`config.mk`:
```
export PLATFORM = sky130hd
export DESIGN_NAME = aes_key_sreg_ti
export DESIGN_NICKNAME = d
export VERILOG_FILES = /design/src/rtl/aes_key_sreg_ti.sv
export SDC_FILE = /design/constraint.sdc
export NUM_CORES = 1
export LEC_CHECK = 0
export CAP_MARGIN = 20
export CORE_MARGIN = 3
export CORE_UTILIZATION = 45
export DETAILED_ROUTE_END_ITERATION = 8
export PLACE_DENSITY = 0.63
export SYNTH_ARGS = -nofsm -noshare
export SYNTH_HDL_FRONTEND = slang
export SYNTH_SLANG_ARGS = --single-unit
```
`constraint.sdc`:
```
create_clock -name ClkxCI -period 5.8 [get_ports ClkxCI]
set_clock_uncertainty 0.05 [all_clocks]
set_input_delay 0.58 -clock ClkxCI [delete_from_list [all_inputs] [get_ports ClkxCI]]
set_output_delay 0.58 -clock ClkxCI [all_outputs]
set_load 0.03 [all_outputs]
```
`src/rtl/aes_key_sreg_ti.sv`:
```
// aes_key_sreg_ti: byte-serial, Boolean-shared AES key-state register.
// Each share holds a KEYBYTES-deep byte chain. All shares shift in
// lockstep, and share data is never combined.
// The handshaked load FSM runs IDLE -> LOAD -> READY.
// In READY the chain steps in rotate mode or in update mode.
// Optional feature macro: KEY_ZEROIZE_EN makes ClearxSI wipe the key state.
module aes_key_sreg_ti #(
    parameter  int SHARES   = 2,
    parameter  int KEYBYTES = 16,
    parameter  int TAPA     = 7,
    parameter  int TAPB     = 6,
    parameter  int W3TAP    = 3,
    localparam int DW       = 8 * SHARES,
    localparam int CW       = $clog2(KEYBYTES + 1)
) (
    input  logic          ClkxCI,
    input  logic          RstxRI,
    input  logic          ClearxSI,
    input  logic          LoadxSI,
    input  logic          InValidxSI,
    output logic          InReadyxSO,
    input  logic [DW-1:0] KeyInxDI,
    input  logic          StepxSI,
    input  logic          RotxSI,
    input  logic [DW-1:0] UpdInxDI,
    input  logic          TapSelxSI,
    output logic [DW-1:0] KeyOutxDO,
    output logic [DW-1:0] KeyToSboxOutxDO,
    output logic [DW-1:0] K03xDO,
    output logic          KeyValidxSO,
    output logic [CW-1:0] CntxDO
);

    // Encoding chosen so that InReadyxSO and KeyValidxSO are plain state bits.
    typedef enum logic [1:0] {
        IDLE  = 2'b00,
        LOAD  = 2'b01,
        READY = 2'b10
    } state_e;

    state_e                         state_q, state_d;
    logic [CW-1:0]                  cnt_q, cnt_d;
    logic [KEYBYTES-1:0][DW-1:0]    key_q, key_d;
    logic                           shift_en;
    logic [DW-1:0]                  shift_in;

    // Next-state, counter and shift-chain logic.
    // The priority order is clear, then load, then data transfer.
    always_comb begin
        // NOTE: every signal gets a default first, so no path can infer a latch.
        state_d  = state_q;
        cnt_d    = cnt_q;
        key_d    = key_q;
        shift_en = 1'b0;
        shift_in = KeyInxDI;

        if (ClearxSI) begin
            state_d = IDLE;
            cnt_d   = '0;
`ifdef KEY_ZEROIZE_EN
            key_d   = '0;
`endif
        end else if (LoadxSI) begin
            // Old key bytes stay in the chain until new bytes shift them out.
            state_d = LOAD;
            cnt_d   = '0;
        end else begin
            unique case (state_q)
                IDLE: ;
                LOAD: begin
                    if (InValidxSI) begin
                        shift_en = 1'b1;
                        shift_in = KeyInxDI;
                        cnt_d    = cnt_q + 1'b1;
                        if (cnt_q == CW'(KEYBYTES - 1)) begin
                            state_d = READY;
                        end
                    end
                end
                READY: begin
                    if (StepxSI) begin
                        shift_en = 1'b1;
                        shift_in = RotxSI ? key_q[0] : UpdInxDI;
                    end
                end
                default: state_d = IDLE;
            endcase
        end

        if (shift_en) begin
            for (int i = 0; i < KEYBYTES - 1; i++) begin
                key_d[i] = key_q[i + 1];
            end
            key_d[KEYBYTES - 1] = shift_in;
        end
    end

    // State, counter and key registers with synchronous active-high reset.
    always_ff @(posedge ClkxCI) begin
        if (RstxRI) begin
            state_q <= IDLE;
            cnt_q   <= '0;
            // NOTE: the key chain is reset on purpose so that no partial or stale key survives a reset.
            key_q   <= '0;
        end else begin
            // NOTE: non-blocking assignments let every byte move one place on the same edge.
            state_q <= state_d;
            cnt_q   <= cnt_d;
            key_q   <= key_d;
        end
    end

    assign InReadyxSO      = state_q[0];
    assign KeyValidxSO     = state_q[1];
    assign CntxDO          = cnt_q;
    assign KeyOutxDO       = key_q[0];
    assign K03xDO          = key_q[W3TAP];
    assign KeyToSboxOutxDO = TapSelxSI ? key_q[TAPB] : key_q[TAPA];

endmodule

```
Yosys cells after proc, flatten, opt, wreduce, memory -nomap -nowiden
Index checks and enable logic that the tools add are counted.

operators by class
  $add $sub $neg = 1
  $mul = 0
  divide/modulo/power cells = 0
  order comparisons = 0
  eq/ne operators = 8
  shift-type cells = 0
  multiplexer cells = 15
  bitwise logic cells = 1
  reduce and logical (&&, ||, !) cells = 7

operators by type and width
  operator                                       count
  2-to-1 mux 16 bit                              6
  != test 3 bit, second input constant           2
  AND reduction 3 bit                            2
  adder 5 x 1 -> 5 bit, second input constant    1
  == test 5 x 4 -> 1 bit, second input constant  1
  2-to-1 mux 1 bit                               5
  2-to-1 mux 2 bit                               2
  != test 2 bit, second input constant           2
  one-hot mux 2 bit (2 select lines)             1
  OR reduction 2 bit                             2
  OR reduction 3 bit                             1
  == test 2 x 1 -> 1 bit, second input constant  1
  == test 2 bit, second input constant           1
  logical NOT 2 bit                              1
  != test 2 x 1 -> 1 bit, second input constant  1
  one-hot mux 1 bit (2 select lines)             1
  AND reduction 2 bit                            1
  NOT 1 bit                                      1

word-level totals
  register bits = 263
  bits in latches = 0
  RAM bits = 0
  memory bits (read-only) = 0
  output and inout bits = 55
  memories = 0

Depth between registers and ports, before layout
Gate-level depths: netlist of run 1.

  word-level depth = 5
  mapped depth = 9
  gate-level depth less buffers = 6

Worst setup path before layout of run 1
No wires, ideal clock.

  kind = input to output
  start = input TapSelxSI
  end = output KeyToSboxOutxDO[10]
  arrival time = 1636 ps
  data required time = 5170 ps
  path slack = 3534 ps
  cell stages on the path = 3
  buffers on the path = 2
  path through = clkbuf_1 buf_1 mux2_2

between the ends
  word-level cells in the longest chain between the ends = 1

RTL lines
  element            line  source
  from (decl)        26    input logic TapSelxSI,
  2-to-1 mux 16 bit  118   assign KeyToSboxOutxDO = TapSelxSI ? key_q[TAPB] : key_q[TAPA];
  to (decl)          28    output logic [DW-1:0] KeyToSboxOutxDO,

Every way passes these cells.

Worst setup path in the final report of run 1
  start = input TapSelxSI
  end = output KeyToSboxOutxDO[4]

The elaborated chain is that of the path after synthesis.

==> flow_summary_export.csv, run 1 <==
group,metric,value,unit
clock_network,cts_hold_buf,0,
global_routing,grt_overflow_total,0,
sta,hold_viol_final,0,
power_and_ir_drop,peakVddDrop,166,uV
sta,fmax,313,MHz
layout,mostFrequentLayoutCell,"dfxtp_1",
worst_setup_path,worstPathArrival,2560,ps
route,drc,0,
logic_synthesis,ys_ff_latch,263,
clock_network,cts_tree,"built",
placed_design,portBuffers,94,
route,drt_iter0_markers,959,
die,ios,95,
clock_network,cts_resized,0,
die,start_util,46.6,%
die,die_area,25800,um^2
worst_setup_path,reg2reg_from,"state_q[1]",
layout,fill_cells,2202,
placed_design,dpl.hpwl,14.5,mm
logic_synthesis,synth.distinct_cells,30,
layout,n_antenna_cell,0,
power_and_ir_drop,p_leak,3.75,nW
placed_design,place.gp.congestion,0.761,
clock_network,insertion_delay,520,ps
sta,setup_violations,0,
route,wl_per_cell,16.7,um
logic_synthesis,synthesis.nets,1325,
global_routing,grt_max_degree,241,
worst_setup_path,cp.required,5170,ps
flow_run,maxCapViolCount,0,
worst_setup_path,critPathLaunchType,"primary input",
logic_synthesis,syn_area,10800,um^2
power_and_ir_drop,finalPower,3.61,mW
outcome,outcome,"finished clean",
layout,layout-drive-gt1-share,7.83,%
worst_setup_path,path_class,"primary input to output port",
sta,setup-tns-final,0,ps
clock_network,cts_max_path_buffers,3,
logic_synthesis,netlist_instances,1280,
clock_network,cts_setup_buffers,0,
logic_synthesis,synth-edff-count,0,
sta,rsz0062_at_grt,"no",
worst_setup_path,crit_start,"TapSelxSI",
sta,slew-limit-headroom,27.1,%
route,first_pass_iters,5,
global_routing,antenna_found_initial,0,
die,die_h,161,um
sta,drv_slew,0,
logic_synthesis,synthFlopType,"dfxtp_1",
route,wl,26.2,mm
sta,post-route-min-period,3190,ps
sta,period_share,55.1,%
logic_synthesis,async_flop_share,0,%
hold_path,min_from,"key_q[151]",
global_routing,grt_pass1_wl,42.9,mm
layout,area_growth,13.9,%
sta,worst_pin_slew,1090,ps
route,via_per_inst,5.72,
logic_synthesis,ys_warn_count,0,
layout,nets,1279,
hold_path,hp-class,"register to register",
worst_setup_path,crit_fanout,16,
logic_synthesis,yosysSeqAreaShare,49.0,%
route,vias,8951,
global_routing,grt_usage,19.3,%
clock_network,htree_levels,1,
layout,most-common-layout-cells,"263 x dfxtp_1, 243 x nand3_1, 243 x a21oi_1, 241 x o21ai_0, 93 x clkdlybuf4s50_1",
global_routing,grt_pass1_vias,8258,
die,coreArea,23100,um^2
clock_network,cts_buffers,27,
logic_synthesis,syn_area_per_cell,8.40,um^2
worst_setup_path,end_kind,"output port",
clock_network,cts_root_buffer,"clkbuf_16",
die,rows,55,
route,ant_nets,0,
clock_network,clk_pin_slew,60,ps
clock_network,cts.sinks,263,
die,fp.dieW,161,um
power_and_ir_drop,power_density,294,nW/um^2
[critical path, cell delays in order]
cell             delay, ps
clkdlybuf4s50_1        960
mux2_2                 410
clkdlybuf4s50_1        600
[synth_stat cells, types with 2 or more instances]
library cell	count	share of area, %
dfxtp_1	263	49
a21oi_1	243	11
nand3_1	243	11
o21ai_0	241	11
clkbuf_1	114	4.0
buf_4	32	2.2
mux2_2	32	3.4
buf_2	31	1.4
mux2i_1	16	1.5
nand2b_1	16	0.93
o22ai_2	10	1.2
o22ai_1	6	0.35
ha_1	5	0.58
inv_1	3	0.10
nand2_1	3	0.10
nor2_1	3	0.10
nor3_1	3	0.14
or3_1	3	0.17
xor2_1	2	0.16
[power breakdown]
part	leakage, nW	total (mW)	internal, mW	switching [mW]
Sequential	2.12	1.81	1.81	0.000481
Combinational	1.21	0.127	0.0417	0.0849
Clock	0.424	1.67	0.984	0.688
Total	3.75	3.61	2.83	0.774
[flip-flops by register name (all words and copies together) (netlist names)]
name       cells
key_q        224
KeyOutxDO     16
CntxDO         5
K03xDO        16
state_q        2
[worst paths after layout]
path                             end  slack, ps  depth (start not counted)
setup / recovery  KeyToSboxOutxDO[4]       2610                          3
hold / removal            key_q[135]        410                          2
setup reg to reg           key_q[45]       3150                          6
hold reg to reg           key_q[135]        410                          2
[cell families (layout without fill, tap and decap cells)]
family / after synthesis / in the layout / share of synthesized area, %
buf+inv: 182 / 153 / 7.90
compound gates: 505 / 505 / 24.5
simple gates: 275 / 275 / 13.1
fa+ha+maj: 5 / 5 / 0.582
mux: 48 / 48 / 4.84
flops: 263 / 263 / 49.0
xor+xnor: 2 / 2 / 0.163
[stage by stage]
stage	worst slack (ps)	hold WS, ps	util [%]	instance area, um^2	std cells
floorplan	3530	390	-	10800	1280
global placement	2610	397	49.3	11400	1517
detailed placement	2600	404	49.3	11400	1517
CTS	2600	410	53.0	12200	1563
global route	2560	425	53.1	12300	1564
finish	2610	406	53.1	12300	1564
[routing by layer]
metal	vias up	track usage, %	wire length [um]	part of all wire [%]
met5	-	0	0	0
met4	0	3.75	386	1.5
met3	30	2.40	792	3.0
met2	140	31.6	12900	49
met1	4337	27.5	12100	46
li1	4444	-	-	-
[final cells by class]
cell class	instances	area [um^2]	share of cell area, %
tap	313	392	3.20
inverter	3	11.3	0.0919
multi-input combinational	835	4650	38.0
sequential	263	5270	43.0
clock inverter	6	58.8	0.480
clock buffer	40	795	6.49
timing repair buffer	104	1070	8.77
(Power assumes the default switching activity.)
==> run 2: changes to the inputs <==
Settings changed: PLACE_DENSITY 0.63 to 0.65.
Clock period 5.8 ns to 2.6 ns, I/O delays scaled along.
==> run 2 against run 1 <==
Against the previous run:
- sequential cell count stayed put
- sequential power increased by 120%
- power rose by 120%
==> flow_summary_export.csv, run 2 (synthesis gave the netlist of run 1 again) <==
group,metric,value,unit
layout,nets,1293,
clock_network,cts_resized,0,
worst_setup_path,ff2ff_path_depth,5,
power_and_ir_drop,p_int,6.39,mW
placed_design,dpl.hpwl,15.6,mm
placed_design,place.gp.congestion,0.774,
placed_design,portBuffers,94,
worst_setup_path,critPathLaunchType,"register",
power_and_ir_drop,pwr-share-clk,46.5,%
layout,most-common-layout-cells,"263 x dfxtp_1, 243 x nand3_1, 243 x a21oi_1, 241 x o21ai_0, 93 x clkdlybuf4s50_1",
global_routing,use_met3,2.66,%
route,first_pass_iters,5,
die,die_area,25800,um^2
power_and_ir_drop,swShare,21.1,%
power_and_ir_drop,peakVddDrop,327,uV
worst_setup_path,reg2reg_from,"state_q[0]",
layout,largest_reg_flops,224,
global_routing,grt_usage,19.2,%
global_routing,grt_max_degree,161,
global_routing,grt-busiest-layer,"met2",
hold_path,hp-class,"primary input to register",
route,vias,9078,
layout,largest_register,"key_q",
hold_path,min_from,"RstxRI",
sta,hold_viol_final,0,
layout,layout-drive-gt1-share,9.23,%
layout,n_antenna_cell,0,
sta,drv_slew,0,
route,wl_per_cell,16.6,um
layout,mostFrequentLayoutCell,"dfxtp_1",
global_routing,use_met2,30.7,%
sta,setup_ws,347,ps
power_and_ir_drop,p_sw,1.71,mW
global_routing,grt_pass1_vias,8215,
global_routing,grt_pass1_wl,42.9,mm
sta,setup_violations,0,
clock_network,cts_max_path_buffers,3,
sta,worst_pin_slew,791,ps
route,drt_iter0_markers,830,
clock_network,clk_pin_slew,60,ps
flow_run,maxCapViolCount,0,
sta,slew-limit-headroom,47.2,%
power_and_ir_drop,comb_power_share,3.8,%
route,drc,0,
sta,fmax,444,MHz
die,fp.dieW,161,um
clock_network,cts_setup_buffers,0,
sta,rsz0062_at_grt,"no",
sta,setup-tns-final,0,ps
worst_setup_path,crit_fanout,16,
die,ios,95,
outcome,outcome,"finished clean",
global_routing,use_met1,28.0,%
die,rows,55,
die,start_util,46.6,%
sta,period_share,86.6,%
worst_setup_path,path_class,"register to register",
power_and_ir_drop,power_density,648,nW/um^2
clock_network,cts_hold_buf,0,
worst_setup_path,end_kind,"register",
die,die_h,161,um
route,ant_nets,0,
power_and_ir_drop,p_leak,3.88,nW
worst_setup_path,r2r_setup_slack,350,ps
clock_network,cts_root_buffer,"clkbuf_16",
global_routing,antenna_found_initial,0,
clock_network,cts_buffers,27,
worst_setup_path,cp.required,2990,ps
layout,area_growth,16.3,%
worst_setup_path,reg2reg_to,"key_q[247]",
clock_network,cts_tree,"built",
route,wl,26.2,mm
worst_setup_path,worstPathArrival,2640,ps
power_and_ir_drop,seq_power_share,49.8,%
clock_network,htree_levels,1,
sta,post-route-min-period,2250,ps
worst_setup_path,crit_start,"state_q[0]",
global_routing,grt_overflow_total,0,
route,via_per_inst,5.75,
worst_setup_path,endpoint,"key_q[247]",
die,coreArea,23100,um^2
clock_network,insertion_delay,510,ps
clock_network,cts.sinks,263,
layout,final_util,54.2,%
placed_design,post-place-ws,323,ps
==> run 2: cell type report <==
type / instances / area [um^2]
Timing Repair Buffer: 118 / 1300
Sequential cell: 263 / 5270
Tap cell: 313 / 392
Clock inverter: 9 / 70.1
Clock buffer: 39 / 811
Multi-Input combinational cell: 835 / 4650
Fill cell: 2151 / 10600
Inverter: 3 / 11.3
==> run 2: how the worst min path moves through the flow <==
stage                      end  cells past startpoint  slack [ps]
detailed placement  key_q[170]                      2         400
CTS                  key_q[26]                      2         190
global route        key_q[239]                      2         220
floorplan           state_q[0]                      1         290
global placement    key_q[159]                      2         400
finish              key_q[239]                      2         210
==> run 2: power by group through the flow <==
stage / registers (mW) / logic, mW / clock network, mW
floorplan: 4.12 / 0.178 / 0
global placement: 4.12 / 0.302 / 0
detailed placement: 4.12 / 0.303 / 0
CTS: 4.03 / 0.303 / 3.84
global route: 4.03 / 0.328 / 4.02
finish: 4.03 / 0.305 / 3.76
==> run 2: metal layers <==
metal,share of wire [%],routed length (um),vias to the layer above
met5,0,0,-
met3,3.3,862,24
met1,47,12300,4446
met4,1.3,349,0
met2,48,12600,131
li1,-,-,4477
==> run 2: per-stage QoR <==
step	cell area, um^2	hold slack [ps]	total power, mW	std cells
5_1_grt	12500	223	8.38	1580
4_1_cts	12500	194	8.18	1580
3_3_place_gp	11600	396	4.42	1532
3_5_place_dp	11600	403	4.42	1532
6_report	12500	206	8.10	1580
2_1_floorplan	10800	289	4.30	1280
==> run 2: worst max-delay path: stages, from the launching register on <==
cell and delay (ps):
dfxtp_1 370, inv_1 90, ha_1 290, or3b_4 420, or3_1 660, o22ai_2 280
==> run 3: changes to the inputs <==
Settings changed: ABC_CLOCK_PERIOD_IN_PS set to 2600, GPL_TIMING_DRIVEN set to 0.
==> run 3 against run 2 <==
Against the previous run:
- sequential power barely moved
- sequential cell count unchanged
- first-iteration DRC count decreased by 12%
- critical path type is now primary input to output port
- register-to-register slack got worse by 160 ps
- power is 4.5% higher
- fmax fell by 7.3%
- via count up 7.1%
- largest cell class unchanged
- clock power rose by 9.6%
- cell count grew 9.9%
- core utilization rose by 2.4 points
- non-clock buffer count is 154 higher
- routed wire length is 8.1% higher
==> flow_summary_export.csv, run 3 (synthesis gave the netlist of run 1 again) <==
group,metric,value,unit
sta,setup_ws,170,ps
power_and_ir_drop,p_int,6.68,mW
worst_setup_path,cpPeakStageDelay,600,ps
worst_setup_path,crit_start,"TapSelxSI",
route,drc,0,
placed_design,portBuffers,90,
die,ios,95,
flow_run,maxCapViolCount,0,
outcome,outcome,"finished clean",
worst_setup_path,crit_fanout,10,
sta,fmax,412,MHz
placed_design,dp.cells,1683,
sta,period_share,93.5,%
sta,drv_slew,0,
clock_network,cts.sinks,263,
clock_network,insertion_delay,530,ps
clock_network,htree_levels,1,
power_and_ir_drop,seq_power_share,47.6,%
die,die_area,25800,um^2
layout,nets,1448,
global_routing,grt_max_degree,14,
die,coreArea,23100,um^2
worst_setup_path,crit_chain,"clkbuf_1, buf_1, mux2_2, clkdlybuf4s50_1",
power_and_ir_drop,comb_power_share,3.7,%
power_and_ir_drop,p_leak,4.20,nW
clock_network,cts_buffers,28,
worst_setup_path,cp.required,2290,ps
sta,worst_pin_slew,647,ps
layout,largest_reg_flops,224,
clock_network,cts_max_path_buffers,3,
route,first_pass_iters,7,
hold_path,min_from,"RstxRI",
die,fp.dieW,161,um
route,drt_iter0_markers,730,
worst_setup_path,worst_path_max_delay_cell,"clkdlybuf4s50_1",
sta,slew-limit-headroom,56.8,%
power_and_ir_drop,peakVddDrop,484,uV
global_routing,grt_pass1_vias,9133,
worst_setup_path,critPathLaunchType,"primary input",
placed_design,post-place-ws,-138,ps
power_and_ir_drop,pwr-share-clk,48.7,%
worst_setup_path,path_class,"primary input to output port",
die,start_util,46.6,%
sta,setup_violations,0,
global_routing,grt_pass1_wl,46.5,mm
layout,most-common-layout-cells,"263 x dfxtp_1, 243 x nand3_1, 243 x a21oi_1, 241 x o21ai_0, 116 x clkbuf_1",
layout,n_antenna_cell,0,
power_and_ir_drop,swShare,21.1,%
layout,largest_register,"key_q",
route,via_per_inst,5.60,
worst_setup_path,worstPathArrival,2120,ps
route,wl_per_cell,16.3,um
layout,stdcell_count,1737,
worst_setup_path,end_kind,"output port",
hold_path,hp-class,"primary input to register",
clock_network,cts_tree,"built",
placed_design,dpl.hpwl,20.2,mm
power_and_ir_drop,p_sw,1.79,mW
power_and_ir_drop,finalPower,8.46,mW
sta,hold_viol_final,0,
global_routing,antenna_found_initial,0,
die,rows,55,
route,ant_nets,0,
placed_design,place.gp.congestion,0.839,
worst_setup_path,reg2reg_from,"state_q[1]",
clock_network,clk_pin_slew,60,ps
global_routing,grt_overflow_total,0,
sta,post-route-min-period,2430,ps
layout,mostFrequentLayoutCell,"dfxtp_1",
layout,area_growth,21.3,%
route,wl,28.3,mm
clock_network,cts_root_buffer,"clkbuf_16",
sta,setup-tns-final,0,ps
route,vias,9725,
die,die_h,161,um
power_and_ir_drop,power_density,649,nW/um^2
global_routing,grt_usage,21.2,%
layout,layout-drive-gt1-share,11.2,%
run 3: changes by cell type in the layout (fill, tap and decap cells not counted), moves of 3 or more:
| cell | delta |
|---|---|
| clkdlybuf4s50_1 | -3 |
| clkinv_2 | -6 |
| buf_2 | +31 |
| clkbuf_1 | +113 |
| buf_4 | +24 |
| clkbuf_2 | +6 |
| buf_12 | -14 |
run 3: worst paths after layout:
path / endpoint / slack [ps] / cells after the start
setup / recovery: KeyToSboxOutxDO[12] / 170 / 4
setup reg to reg: key_q[81] / 190 / 9
hold reg to reg: key_q[151] / 410 / 2
hold / removal: key_q[255] / 180 / 3
run 3: power by group through the flow:
stage               registers [mW]  clock network, mW  logic, mW
floorplan                     4.12                  0      0.178
global placement              4.12                  0      0.302
detailed placement            4.12                  0      0.306
CTS                           4.03               4.18      0.308
global route                  4.03               4.35      0.342
finish                        4.03               4.12      0.313
run 3: repair_timing:
item / 4_1_cts / 5_1_grt
resized for setup: 1 / 13
pin swaps: 0 / 1
setup endpoints to repair: 200 / 93
hold buffers: 1 / 0
buffers inserted: 0 / 2
hold endpoints to repair: 1 / 0
run 3: worst max-delay path: cells and delay by family:
| family | cells | cell delay (ps) |
|---|---|---|
| muxes | 1 | 410 |
| buffers and inverters | 3 | 1450 |
run 3: through the flow:
| stage | area, um^2 | utilization (%) | hold slack (ps) |
|---|---|---|---|
| after floorplan | 10800 | - | 289 |
| after global placement | 12000 | 52.2 | 400 |
| after detailed placement | 12000 | 52.2 | 400 |
| after CTS | 13000 | 56.5 | 176 |
| after global routing | 13000 | 56.6 | 218 |
| final | 13000 | 56.6 | 185 |
run 3: area by class of cell:
cell class                 instances  area [um^2]
buffer                           179          846
clock buffer                      45          856
clock inverter                     6          109
fill                            2141        10000
inverter                           3         11.3
multi-input combinational        835         4640
sequential                       263         5270
tap                              313          392
timing repair buffer              93          926
run 3: metal layers:
| layer | track usage, % | up-vias | part of all wire [%] |
|---|---|---|---|
| li1 | - | 4811 | - |
| met1 | 31.1 | 4685 | 49 |
| met2 | 33.3 | 186 | 45 |
| met3 | 2.84 | 43 | 3.9 |
| met4 | 4.97 | 0 | 1.8 |
| met5 | 0 | - | 0 |
